## src/rtl/clk_unit.sv

```systemverilog
// clk_unit: machine-cycle timing generator for the 8051-compatible core.
// Divides the oscillator clock into 12 slots (S1P1..S6P2) and decodes the
// Phase, ALE and PSEN strobes from the slot counter. A MOVX opcode seen at
// the end of a normal cycle stretches the instruction by one extra cycle
// (c2), during which the S1 ALE pulse and both PSEN pulses are suppressed.
// Optional feature macro: CLKU_STATE_OUT_EN adds the State/Cycle2 outputs.
module clk_unit (
    input  logic       clk,
    input  logic       reset,
    input  logic       EA,
    input  logic [7:0] IR,
    output logic       Phase,
    output logic       ALE,
    output logic       PSEN
`ifdef CLKU_STATE_OUT_EN
   ,output logic [2:0] State,
    output logic [0:0] Cycle2
`endif
);

    localparam logic [3:0] LAST_SLOT = 4'd11;

    logic [3:0] t_q, t_d;
    logic       c2_q, c2_d;
    logic       is_movx;

    // MOVX opcodes: E0,E2,E3,F0,F2,F3; E1/F1 are AJMP/ACALL and excluded
    always_comb begin
        is_movx = 1'b0;
        case (IR)
            8'hE0, 8'hE2, 8'hE3, 8'hF0, 8'hF2, 8'hF3: is_movx = 1'b1;
            default:                                  is_movx = 1'b0;
        endcase
    end

    // Next slot and c2 flag; IR only matters on the last slot of a normal cycle
    always_comb begin
        t_d  = (t_q == LAST_SLOT) ? 4'd0 : t_q + 4'd1;
        c2_d = c2_q;
        if (t_q == LAST_SLOT) begin
            c2_d = c2_q ? 1'b0 : is_movx;
        end
    end

    // Slot counter and second-cycle flag; reset restarts at S1P1 of a first cycle
    always_ff @(posedge clk) begin
        if (reset) begin
            t_q  <= 4'd0;
            c2_q <= 1'b0;
        end else begin
            t_q  <= t_d;
            c2_q <= c2_d;
        end
    end

    // Strobe decode from registered slot/c2 and the live EA pin
    always_comb begin
        Phase = t_q[0];
        ALE   = (((t_q == 4'd1) || (t_q == 4'd2)) && !c2_q) ||
                (t_q == 4'd7) || (t_q == 4'd8);
        PSEN  = !(!EA && !c2_q &&
                  (((t_q >= 4'd3) && (t_q <= 4'd5)) ||
                   ((t_q >= 4'd9) && (t_q <= 4'd11))));
    end

`ifdef CLKU_STATE_OUT_EN
    // Current Sx (1..6) and second-cycle indicator for debug/observability
    always_comb begin
        State  = t_q[3:1] + 3'd1;
        Cycle2 = c2_q;
    end
`endif

endmodule

```

## config.mk

```make
export PLATFORM = sky130hd
export DESIGN_NAME = clk_unit
export DESIGN_NICKNAME = d
export VERILOG_FILES = /design/src/rtl/clk_unit.sv
export SDC_FILE = /design/constraint.sdc
export NUM_CORES = 1
export LEC_CHECK = 0
export BUFFER_PORTS_ARGS = -buffer_cell sky130_fd_sc_hd__buf_4
export CORE_AREA = 10 10 47 49
export CTS_CLUSTER_SIZE = 28
export DETAILED_ROUTE_END_ITERATION = 10
export DIE_AREA = 0 0 57 59
export PLACE_DENSITY = 0.47
export SLEW_MARGIN = 30
export SYNTH_ARGS = -nofsm -noshare
export SYNTH_HDL_FRONTEND = slang
export SYNTH_SLANG_ARGS = --single-unit
export TNS_END_PERCENT = 1
```

## constraint.sdc

```tcl
create_clock -name clk -period 1.4 [get_ports clk]
set_input_delay 0.21 -clock clk [delete_from_list [all_inputs] [get_ports clk]]
set_output_delay 0.21 -clock clk [all_outputs]
set_load 0.05 [all_outputs]
```

==> results of run 1 <==
==> logic make-up after synthesis <==
group / synth area share, %
flops: 27.9
buf+inv: 5.22
compound gates: 18.5
simple gates: 27.5
fa+ha+maj: 20.9
==> flip-flops by register name, indices dropped and copies added, names as in the netlist <==
register / cells
t_q: 4
c2_q: 1
==> layout make-up <==
cell class / instances / area, µm² / share of cell area, %
tap: 16 / 20.0 / 3.02
multi-input combinational: 32 / 329 / 49.7
timing repair buffer: 20 / 161 / 24.4
inverter: 4 / 20.0 / 3.02
clock buffer: 4 / 26.3 / 3.97
sequential: 5 / 105 / 15.9
==> synthesized netlist by cell type, types with 2 or more instances <==
cell type  n
nor3b_1    3
ha_1       6
a21oi_1    3
inv_1      4
dfxtp_1    5
o21ai_0    3
nor3_1     2
nor2_1     3
==> through the flow <==
step | util [%] | worst slack [ps]
detailed placement | 42.1 | -111
CTS | 47.0 | -204
finish | 47.2 | -182
global route | 47.2 | -250
floorplan | - | -92.4
global placement | 42.1 | -86.7
==> layer usage <==
layer / GRT usage [%] / vias to the layer above
met2: 9.92 / 13
met5: 0 / -
met1: 6.81 / 169
met4: 2.01 / 0
met3: 3.00 / 0
li1: - / 196
==> timing repair <==
action / 4_1_cts / 5_1_grt
pin swaps: 5 / 0
gates resized for setup: 14 / 1
endpoints found under the setup margin: 3 / 3
==> path summary, 6_finish.rpt <==
kind	start	to	slack, ps	cells after the start
max	t_q[0]	PSEN	-180	6
min	reset	t_q[0]	180	2
max reg2reg	t_q[0]	c2_q	-60	5
min reg2reg	c2_q	c2_q	540	2
==> power groups by stage <==
stage	Sequential, mW	Clock, mW	Combinational, mW
5_1_grt	0.162	0.178	0.203
6_report	0.161	0.160	0.185
3_5_place_dp	0.160	0	0.163
3_3_place_gp	0.160	0	0.162
4_1_cts	0.161	0.168	0.184
2_1_floorplan	0.171	0	0.0827
==> results.md, run 1 <==
- Hold Path Class: in -> reg
- Setup TNS: -413 ps
- Slew Viols, Final: 0
- FF+latch count, synth: 5
- Post-DR wirelength/cell: 11.2 µm
- Placed cells: 78
- Root Driver: clkbuf_4
- DR pass1 iterations: 1
- Die width: 57 µm
- Final worst-path cycle share: 113%
- CTS sink cnt: 5
- RSZ-0062 raised after global routing: true
- Max Freq: 632 MHz
- Fraction of registers with async set/reset: 0%
- Top FF cell, synth: dfxtp_1
- Cts hold-fix bufs: 0
- Gate power share: 36.6%
- First-pass GRT wire length: 1.72 mm
- Synth area leaders: dfxtp_1 (28%), ha_1 (21%), nor3b_1 (6.3%)
- Met2 Wirelength: 424 µm
- Cell area after synthesis: 359 µm²
- Post-synth top area share: 27.9%
- Met3 WL: 79 µm
- Count of input and output buffers: 12
- Synth Warn #: 0
- Worst Tran Pin Value: 217 ps
- Layout Nets: 83
- Switching Fraction: 30.5%
- H-tree depth: 1
- Syn avg cell area: 8.55 µm²
- Status: finished, violations left
- Cells after synthesis: 42
- Finished Layout Cells: 81
- Commonest non-fill, non-tap cell in the layout: buf_4
- Max Cap Viol: 0
- Mapped Nets: 59
- Int Power: 0.352 mW
- Final Hold Vio Count: 0
- Endpoints failing setup: 3
- Iter 0 DRT Violations: 0
- Clock Skew: 2.95 ps
- WS Path Type: reg -> out
- Largest net degree at the start of global routing: 10
- Worst EP required: 1190 ps
- Pwr per Cell Area: 764 nW/µm²
- Violated checks: negative setup slack
- Tmin final: 1580 ps
- Routed Antenna Nets: 0
- Core box area: 1400 µm²
- Area Growth Syn to Fin: 84.3%
- Remaining DRCs: 0
- Layout cells sized above 1: 61.5%
- Psw: 0.154 mW
- Flop pwr share: 31.8%
- TritonCTS buffer count: 3
- Worst setup SP type: flop
- Pwr Total: 0.506 mW
- Final hold slack: 175 ps
- Fill cell count: 157
- Max VDD drop: 385 µV
- Vias: 378
- Slowest cell delay on critical path: 390 ps
- Total GRT Usage: 6.11%
- Slowest CP cell: dfxtp_4
- Die H: 59 µm
- Vias per std cell: 4.67
- Critical path buffers and inverters: 2
- Worst skew pair latency: 230 ps
- TritonCTS clock tree: built
- Total grt overflow: 0
- Fin area: 662 µm²
- I/O Pins: 14
- Unique masters post-synth: 21
- Die area: 3360 µm²
- Gp weighted congestion: 0.666
- Initial Utilization: 25.6%
- Cells along the critical path: inv_4 -> ha_4 -> nor2b_4 -> o21ai_2 -> o311ai_4 -> buf_6
- Clock network fraction of design power: 31.6%
- Rows: 14
- Max FO, Critical Path: 4
- Crit path DAT: 1370 ps
- Post-synthesis sequential area ratio: 27.9%
- Element type at the critical path end: output pin
- ANT cells: 0
- Leak Pwr: 0.274 nW
- Max Root-Sink Buffers: 2
- DRT Wirelength: 908 µm
- Top delay family on crit path: flip-flops
- Clk pin slew, worst setup/hold paths: 40 ps
- Vias in the first global route: 431
- Relative slew slack: 85.5%
- DP HPWL: 794 µm
- Final setup margin: -182 ps
- Max layer used: met3
- Number of synthesized flops with an enable pin: 0
- Initial antenna violation count: 0
- DP Area: 591 µm²
- Yosys top cell by area: dfxtp_1
- Post-CTS Setup Inserts: 0
- M1 WL: 405 µm
(Power assumes the default switching activity.)
==> run 2, diff against run 1 <==
--- a/config.mk
+++ b/config.mk
@@ -5,12 +5,13 @@
 export SDC_FILE = /design/constraint.sdc
 export NUM_CORES = 1
 export LEC_CHECK = 0
+export ABC_AREA = 1
 export BUFFER_PORTS_ARGS = -buffer_cell sky130_fd_sc_hd__buf_4
 export CORE_AREA = 10 10 47 49
 export CTS_CLUSTER_SIZE = 28
 export DETAILED_ROUTE_END_ITERATION = 10
 export DIE_AREA = 0 0 57 59
-export PLACE_DENSITY = 0.47
+export PLACE_DENSITY = 0.49
 export SLEW_MARGIN = 30
 export SYNTH_ARGS = -nofsm -noshare
 export SYNTH_HDL_FRONTEND = slang
==> run 2 against run 1 <==
Effect of this change: the run still ends with negative setup slack left; die area is the same; flip-flop and latch count unchanged; count of clock-buffer cells in the layout is the same; cell area fell by 1.3%; highest routed layer unchanged; synthesized cell count increased by 36%; area after synthesis increased by 5.6%; combinational power is 8% lower.
==> results.md, run 2 <==
- Post-synthesis sequential area ratio: 26.4% (-1.5 points)
- Synth Warn #: 0 (unchanged)
- Top cells by count, synth: nand2_1 (14), nor2_1 (10), inv_1 (7)
- Clk pin slew, worst setup/hold paths: 40 ps (about the same)
- Vias in the first global route: 445 (+3.2%)
- RSZ-0062 raised after global routing: true
- Layout cells sized above 1: 48.8% (-13 points)
- Die width: 57 µm (unchanged)
- Post-synth top area share: 26.4% (-1.5 points)
- Clock Skew: 0.489 ps (-2.46 ps)
- Worst EP required: 1190 ps (about the same)
- DRT Wirelength: 941 µm (+3.6%)
- Largest net degree at the start of global routing: 8 (-2)
- Top reg by flops: t_q
- Leak Pwr: 0.308 nW (+12%)
- Relative slew slack: 81.9% (-3.5 points)
- Synth area leaders: dfxtp_1 (26%), ha_1 (20%), nand2_1 (14%)
- TritonCTS clock tree: built
- Final Hold Vio Count: 0 (unchanged)
- Worst Tran Pin Value: 270 ps (+52.9 ps)
- Commonest non-fill, non-tap cell in the layout: buf_4
- Post-DR wirelength/cell: 9.80 µm (-13%)
- Iter 0 DRT Violations: 5 (+5)
- Final hold slack: 278 ps (+103 ps)
- Routed Antenna Nets: 0 (unchanged)
- Worst skew pair latency: 240 ps (about the same)
- Crit path DAT: 1340 ps (-30 ps)
- Hold Path Class: in -> reg
- Max Root-Sink Buffers: 2 (unchanged)
- Final worst-path cycle share: 111% (-2.3 points)
- Rows: 14 (unchanged)
- Vias: 412 (+9.0%)
- Largest family of logic cells by synthesized area: simple AND/OR/NAND/NOR gates
- Cells after synthesis: 57 (+36%)
- Max FO, Critical Path: 4 (unchanged)
- Violated checks: negative setup slack
- Cell area after synthesis: 379 µm² (+5.6%)
- Max Cap Viol: 0 (unchanged)
- DR pass1 iterations: 4 (+3)
- Gp weighted congestion: 0.659 (-0.98%)
- Adder-Cell Fraction of Synth Area: 19.8% (-1.1 points)
- Tmin final: 1550 ps (-31.6 ps)
- H-tree depth: 1 (unchanged)
- Post-synthesis compound-gate area fraction: 6.93% (-12 points)
- Worst setup SP type: flop
- Count of input and output buffers: 12 (unchanged)
- Most frequent cell after synthesis: nand2_1
- Slew Viols, Final: 0 (unchanged)
- Max Freq: 645 MHz (+2.0%)
- Dpl ws: 9.02 ps (+120 ps)
- Die area: 3360 µm² (unchanged)
- Remaining DRCs: 0 (unchanged)
- Slowest cell delay on critical path: 370 ps (-20 ps)
- Placed cells: 88 (+13%)
- Syn avg cell area: 6.65 µm² (-22%)
- Fraction of registers with async set/reset: 0% (unchanged)
- Largest registers: t_q x4, c2_q x1
- ANT cells: 0 (unchanged)
- Root Driver: clkbuf_4
- Endpoints failing setup: 2 (-1)
- Top delay family on crit path: flip-flops
- Critical path buffers and inverters: 3 (+1)
- Cells along the critical path: inv_4 -> buf_4 -> ha_2 -> o21ai_1 -> nand2_1 -> nand2_2 -> buf_8
- DP HPWL: 719 µm (-9.4%)
- Final Core Density: 46.6% (-0.62 points)
- XOR/XNOR share of the synthesized area: 0% (unchanged)
- I/O Pins: 14 (unchanged)
- Element type at the critical path end: output pin
- Finished Layout Cells: 96 (+19%)
- FF+latch count, synth: 5 (unchanged)
- Vias per std cell: 4.29 (-8.0%)
- Simple-Gate Fraction of Synth Area: 38.0% (+10 points)
- TritonCTS buffer count: 3 (unchanged)
- Most frequent cells in the layout: buf_4 (17), nand2_1 (12), nor2_1 (10)
- WS Path Type: reg -> out
- Max reg flops: 4 (unchanged)
- Initial Utilization: 27.1% (+1.4 points)
- Core box area: 1400 µm² (unchanged)
- Initial antenna violation count: 0 (unchanged)
- Cts hold-fix bufs: 0 (unchanged)
- Mapped Nets: 74 (+25%)
- CTS sink cnt: 5 (unchanged)
- First-pass GRT wire length: 1.70 mm (-0.81%)
- Total GRT Usage: 6.35% (+0.25 points)
- Total grt overflow: 0 (unchanged)
- Area Growth Syn to Fin: 72.3%
- Layout Nets: 98 (+18%)
- Post-synthesis mux area share: 0% (unchanged)
- Pwr per Cell Area: 767 nW/µm² (+0.29%)
- Yosys top cell by area: dfxtp_1
- Top FF cell, synth: dfxtp_1
- Fill cell count: 149 (-5.1%)
- Number of synthesized flops with an enable pin: 0 (unchanged)
- Status: finished, violations left
- Slowest CP cell: dfxtp_4
- Max VDD drop: 693 µV (+80%)
- Die H: 59 µm (unchanged)
- Final setup margin: -150 ps (+31.6 ps)
- Unique masters post-synth: 15 (-29%)
[run 2: cell count changes after synthesis, moves of 2 or more]
| cell | delta |
|---|---|
| inv_2 | +2 |
| nor2_1 | +7 |
| nor3_1 | -2 |
| nand2_1 | +13 |
| inv_1 | +3 |
| a21oi_1 | -2 |
| nor3b_1 | -3 |
| o21ai_0 | -3 |
| nand3_1 | +5 |
[run 2: area by class of cell]
| class | instances | area, µm² | share of cell area [%] |
|---|---|---|---|
| tap | 16 | 20.0 | 3.07 |
| sequential | 5 | 108 | 16.5 |
| multi-input combinational | 43 | 303 | 46.4 |
| clock buffer | 4 | 26.3 | 4.02 |
| timing repair buffer | 19 | 158 | 24.1 |
| inverter | 9 | 38.8 | 5.94 |
[run 2: report_power, final]
group	internal (mW)	leakage (nW)	switching, mW
sequential	0.150	0.0420	0.0145
combinational	0.0836	0.251	0.0871
clock	0.108	0.0150	0.0574
[run 2: final timing paths]
check	cells past startpoint	slack, ps	endpoint	from
setup / recovery	7	-150	PSEN	t_q[1]
hold / removal	4	280	t_q[2]	reset
setup reg to reg	7	260	c2_q	t_q[0]
hold reg to reg	2	520	c2_q	c2_q
[run 2: repair_timing]
item | 4_1_cts | 5_1_grt
setup endpoints to repair | 2 | 2
gates resized for setup | 17 | 0
endpoints found under the hold margin | 0 | 0
buffers inserted | 4 | 0
pin swaps | 6 | 3
[run 2: metrics by stage]
step                      area (µm²)  power, mW  setup TNS (ps)
after floorplan                  398      0.246               0
after global placement           531      0.298               0
after detailed placement         531      0.298               0
after CTS                        653      0.507            -325
after global routing             653      0.543            -458
final                            653      0.501            -300
[run 2: kinds of logic after synthesis]
kind of cell,after synthesis
buf+inv,9
simple gates,33
fa+ha+maj,6
flops,5
compound gates,4
[run 2: per-layer routing]
layer	share of wire, %	GRT usage, %	vias up	wire length, µm
met5	0	0	-	0
met4	0	2.01	0	0
met2	62	12.4	4	581
met1	35	5.11	186	328
li1	-	-	222	-
met3	3.4	3.86	0	32
[run 2: worst register-to-register path, stage by stage (launching register included)]
cell and delay [ps]:
dfxtp_4 370, buf_4 150, ha_4 160, buf_4 130, nand3_2 90, nor2_1 50
nand2_1 50, nand2_1 40
